<file path="src/rtl/issue_ctrl.sv">
// Single-entry issue controller: dispatches held instructions to the ALU or
// memory, waits on loads, and redirects fetch on branch mispredicts.
module issue_ctrl #(
    parameter int I_WIDTH = 17,
    parameter int A_WIDTH = 10
) (
    input  logic               clk,
    input  logic               reset_n,
    input  logic [I_WIDTH-1:0] instruction_data_i,
    input  logic [A_WIDTH-1:0] instruction_addr_i,
    input  logic               instruction_valid_i,
    output logic               dequeue_o,
    output logic               restart_o,
    output logic [A_WIDTH-1:0] restart_addr_o,
    output logic               load_store_valid_o,
    output logic               store_en_o,
    output logic [A_WIDTH-1:0] load_store_addr_o,
    output logic [I_WIDTH-1:0] store_data_o,
    input  logic [I_WIDTH-1:0] load_data_i,
    input  logic               load_data_valid_i,
    input  logic [A_WIDTH-1:0] op_addr_i,
    input  logic [I_WIDTH-1:0] op_data_i,
    input  logic               br_taken_i,
    input  logic [A_WIDTH-1:0] br_target_i,
    output logic               issue_valid_o,
    output logic [I_WIDTH-1:0] issue_instr_o,
    output logic [A_WIDTH-1:0] issue_addr_o,
    input  logic               issue_ready_i,
    output logic               wb_valid_o,
    output logic [I_WIDTH-1:0] wb_data_o
);

    typedef enum logic [1:0] {RUN, MEM_WAIT, FLUSH} state_t;

    state_t             state;
    logic [I_WIDTH-1:0] instr_r;
    logic [A_WIDTH-1:0] addr_r;
    logic [A_WIDTH-1:0] expect_r;
    logic               valid_r;

    logic [3:0]         opcode;
    logic               is_load;
    logic               is_store;
    logic               is_branch;
    logic               is_alu;
    logic               held;
    logic               retire;
    logic               mispredict;
    logic               flush_hit;
    logic [A_WIDTH-1:0] next_seq;

    assign issue_instr_o = instr_r;
    assign issue_addr_o  = addr_r;

    always_comb begin
        opcode    = instr_r[15:12];
        is_load   = (opcode == 4'hA);
        is_store  = (opcode == 4'hB);
        is_branch = (opcode == 4'hC);
        is_alu    = !(is_load || is_store || is_branch);
        next_seq  = addr_r + 1'b1;

        // Combinational outputs are gated by reset so nothing leaks out
        // while reset is held, regardless of stale hold-register contents.
        held       = reset_n && (state == RUN) && valid_r;
        mispredict = held && is_branch && (br_taken_i ^ instr_r[16]);
        retire     = held && (is_store || is_branch ||
                              (is_alu && issue_ready_i));
        flush_hit  = (state == FLUSH) && instruction_valid_i &&
                     (instruction_addr_i == expect_r);

        dequeue_o = 1'b0;
        if (reset_n) begin
            case (state)
                RUN:     dequeue_o = instruction_valid_i &&
                                     (!valid_r || retire) && !mispredict;
                FLUSH:   dequeue_o = instruction_valid_i;
                default: dequeue_o = 1'b0;
            endcase
        end

        issue_valid_o      = held && is_alu;
        load_store_valid_o = held && (is_load || is_store);
        store_en_o         = held && is_store;
        load_store_addr_o  = load_store_valid_o ? op_addr_i : '0;
        store_data_o       = store_en_o ? op_data_i : '0;

        restart_o      = mispredict;
        restart_addr_o = '0;
        if (mispredict)
            restart_addr_o = br_taken_i ? br_target_i : next_seq;
    end

    always_ff @(posedge clk) begin
        if (!reset_n) begin
            state      <= RUN;
            valid_r    <= 1'b0;
            instr_r    <= '0;
            addr_r     <= '0;
            expect_r   <= '0;
            wb_valid_o <= 1'b0;
            wb_data_o  <= '0;
        end else begin
            wb_valid_o <= 1'b0;
            case (state)
                RUN: begin
                    if (mispredict) begin
                        state    <= FLUSH;
                        expect_r <= restart_addr_o;
                        valid_r  <= 1'b0;
                    end else if (held && is_load) begin
                        state <= MEM_WAIT;
                    end else if (dequeue_o) begin
                        instr_r <= instruction_data_i;
                        addr_r  <= instruction_addr_i;
                        valid_r <= 1'b1;
                    end else if (retire) begin
                        valid_r <= 1'b0;
                    end
                end
                MEM_WAIT: begin
                    if (load_data_valid_i) begin
                        wb_valid_o <= 1'b1;
                        wb_data_o  <= load_data_i;
                        valid_r    <= 1'b0;
                        state      <= RUN;
                    end
                end
                FLUSH: begin
                    if (flush_hit) begin
                        instr_r <= instruction_data_i;
                        addr_r  <= instruction_addr_i;
                        valid_r <= 1'b1;
                        state   <= RUN;
                    end
                end
                default: state <= RUN;
            endcase
        end
    end

endmodule

</file>
<file path="config.mk">
export PLATFORM = sky130hd
export DESIGN_NAME = issue_ctrl
export DESIGN_NICKNAME = d
export VERILOG_FILES = /design/src/rtl/issue_ctrl.sv
export SDC_FILE = /design/constraint.sdc
export NUM_CORES = 1
export LEC_CHECK = 0
export ABC_CLOCK_PERIOD_IN_PS = 3900
export CAP_MARGIN = 40
export CORE_MARGIN = 5
export CORE_UTILIZATION = 26
export DETAILED_ROUTE_END_ITERATION = 6
export GPL_ROUTABILITY_DRIVEN = 0
export PLACE_DENSITY = 0.57
export SLEW_MARGIN = 10
export SYNTH_ARGS = -nofsm -noshare
export SYNTH_HDL_FRONTEND = slang
export SYNTH_SLANG_ARGS = --single-unit
</file>
<file path="constraint.sdc">
create_clock -name clk -period 3.9 [get_ports clk]
set_input_delay 1.17 -clock clk [delete_from_list [all_inputs] [get_ports clk]]
set_output_delay 1.17 -clock clk [all_outputs]
set_load 0.01 [all_outputs]
</file>
==> results_dict.tcl <==
set metrics [dict create \
    hold_viol 0 \
    overflow 0 \
    clock_latency_ns 0.32 \
    hpwl_um 8320 \
    port_buffers 173 \
    post_route_cells_drive_above_1_share_pct 9.41 \
    ant_nets 0 \
    cts_buffers 9 \
    crit_path_end "restart_addr_o[9]" \
    comb_power_share_pct 13.2 \
    ys_seq_area_share_pct 36.8 \
    synth.ff_latch_count 58 \
    relSlewSlack_pct 60.8 \
    grtUsageTotal_pct 14.5 \
    worst-path-max-fanout 4 \
    timing.rr.end "issue_instr_o[2]" \
    drt_wl_total_um 10600 \
    tns_ns 0 \
    worst_pin_slew_ns 0.588 \
    rr_startpoint "issue_instr_o[12]" \
    ys_async_sr_fraction_pct 0 \
    synth_compound_area_share_pct 14.3 \
    syn_inst 387 \
    clock_skew_ns 0.00550 \
    synth_adder_area_share_pct 1.98 \
    vias_per_cell 4.58 \
    power.density_nw_per_um2 323 \
    cp.arrival_ns 2.65 \
    row_count 40 \
    p_leak_nw 2.37 \
    synth_edf_count 0 \
    yosys_warnings 0 \
    dieArea_um2 14400 \
    pwr-share-clk_pct 51.5 \
    ir_worst_vdd_v 0.000227 \
    numClockSinks 58 \
    utilization_pct 46.1 \
    worstHoldPathType "register to register" \
    ff_latch_area_um2 1160 \
    netlist_area_um2 3150 \
    synth_cell_types 45 \
    core_area_um2 12000 \
    cts.hold.buffers_added 0 \
    die_h_um 120 \
    startpoint "br_taken_i" \
    wl_per_cell_um 14.7 \
    multi_input_area_um2 1860 \
    finalSetupViolCount 0 \
    report.power.total_mw 1.78 \
    drt_iter0_drc 163 \
    antenna_found_initial 0 \
    power.internal_mw 1.41 \
    die_w_um 120 \
    rsz0062_at_grt "false" \
    synth_top_family_by_area "simple AND/OR/NAND/NOR gates" \
    maxCapViolCount 0 \
    dr.pass1.iters 4 \
    grt_pass1_vias 3279 \
    fin_crit_sh_pct 97.8 \
    path_class "input pin to output port" \
    vias 3301 \
    drc 0 \
    synth_simple_gate_area_share_pct 27.0 \
    synth_flop_cell "dfxtp_1" \
    diodes 0 \
    ff2ff_setup_slack_ns 1.57 \
    cts_tree "yes" \
    p_switching_mw 0.370 \
    cts_max_level 3 \
    p_seq_share_pct 35.3 \
    nets 661 \
    final_common_cell "clkdlybuf4s50_1" \
    grt_pass1_wl_um 16800 \
    synth_mux_area_share_pct 9.88 \
    path_clk_slew_ns 0.05 \
    fmax_ghz 0.262 \
    mostFrequentLayoutCells "clkdlybuf4s50_1, nand2_1, dfxtp_1" \
    preCtsSetupSlack_ns -0.257 \
    grt_max_degree 53 \
    slew_violations 0 \
    clock_path_buffers 2 \
    period_needed_ns 3.82 \
    cp.required_ns 2.73 \
    cts_root_buf "clkbuf_16" \
    syn_nets 479 \
    fillers 1175 \
    status "completed" \
    synth_xor_area_share_pct 4.96 \
    start_util_pct 26.4 \
    layout_setup_ws_ns 0.0849 \
    avgSynthCellArea_um2 8.15 \
    end_kind "output port" \
    r2r.worst_path.cells 7 \
    io_pins 174 \
    startpoint_type "input pin" \
    syn_to_final_growth_pct 74.7 \
    p_sw_share_pct 20.7 \
]
## worst min path at each step
stage | startpoint | to | slack, ns | cells past startpoint
6_report | issue_instr_o[8] | issue_instr_o[8] | 0.46 | 2
5_1_grt | issue_instr_o[8] | issue_instr_o[8] | 0.49 | 2
4_1_cts | issue_instr_o[5] | issue_instr_o[5] | 0.46 | 2
3_5_place_dp | issue_instr_o[8] | issue_instr_o[8] | 0.45 | 2
3_3_place_gp | issue_instr_o[5] | issue_instr_o[5] | 0.44 | 2
2_1_floorplan | expect_r[7] | expect_r[7] | 0.45 | 1
## layout make-up
cell class                      count  area share [%]
Timing Repair Buffer              196            34.8
Tap cell                          147            3.34
Clock inverter                      5            1.82
Inverter                           10           0.681
Sequential cell                    58            21.1
Clock buffer                       11            4.59
Multi-Input combinational cell    294            33.7
## flip-flops by register name, indices dropped and copies added, names as in the netlist
signal	count
issue_instr_o	17
wb_data_o	17
expect_r	10
issue_addr_o	10
state	2
valid_r	1
wb_valid_o	1
## synth_stat cells (4+ instances only)
cell	instances	area share, %
nor2_1	8	0.95
nor3_1	6	0.95
nand2_1	101	12
and3_1	19	3.8
nand2b_1	4	0.79
nand3_1	8	1.3
nor2b_1	5	0.99
o21ai_0	6	0.95
and2_1	16	3.2
dfxtp_1	58	37
nor4_1	5	0.99
a21oi_1	9	1.4
clkbuf_1	19	2.3
a21o_1	9	2.1
inv_1	10	1.2
xor2_1	14	3.9
ha_1	5	2.0
a21boi_0	18	4.3
mux2i_1	30	9.5
## cells by family after synthesis
group                      Yosys count
AOI/OAI and AO/OA                   61
xor gates and xnor gates            17
adders and majority gates            5
buffers and inverters               35
DFF                                 58
muxes                               31
and+or+nand+nor                    180
## routing by layer
| metal | GRT usage [%] | wire, um |
|---|---|---|
| met5 | 0 | 0 |
| met4 | 4.58 | 149 |
| met3 | 5.75 | 848 |
| met2 | 23.2 | 5000 |
| met1 | 17.8 | 4630 |
## worst max-delay path, cell delays in order
cell and delay, ns:
dlygate4sd2_1 0.25, xor2_2 0.23, nand3_2 0.12, inv_2 0.12
o211a_1 0.19, clkdlybuf4s50_1 0.56
## metrics by stage
step / instances / cell area, um2 / hold WS [ns]
CTS: 721 / 5490 / 0.457
detailed placement: 704 / 5130 / 0.450
global placement: 704 / 5130 / 0.442
global route: 721 / 5510 / 0.485
finish: 721 / 5510 / 0.455
floorplan: 387 / 3150 / 0.447
## what timing repair did
| action | 4_1_cts | 5_1_grt |
|---|---|---|
| resized for setup | 11 | 9 |
| buffers inserted | 1 | 0 |
| gates cloned | 0 | 0 |
| setup endpoints to repair | 12 | 26 |
| pin swaps | 0 | 0 |
## power by group through the flow
| stage | Sequential [mW] | Combinational [mW] | Clock [mW] |
|---|---|---|---|
| 2_1_floorplan | 0.643 | 0.0845 | 0 |
| 6_report | 0.630 | 0.235 | 0.917 |
| 5_1_grt | 0.632 | 0.254 | 0.977 |
| 3_3_place_gp | 0.641 | 0.233 | 0 |
| 3_5_place_dp | 0.641 | 0.235 | 0 |
| 4_1_cts | 0.629 | 0.237 | 0.947 |
Note: power is estimated with default switching activity, not from simulation.
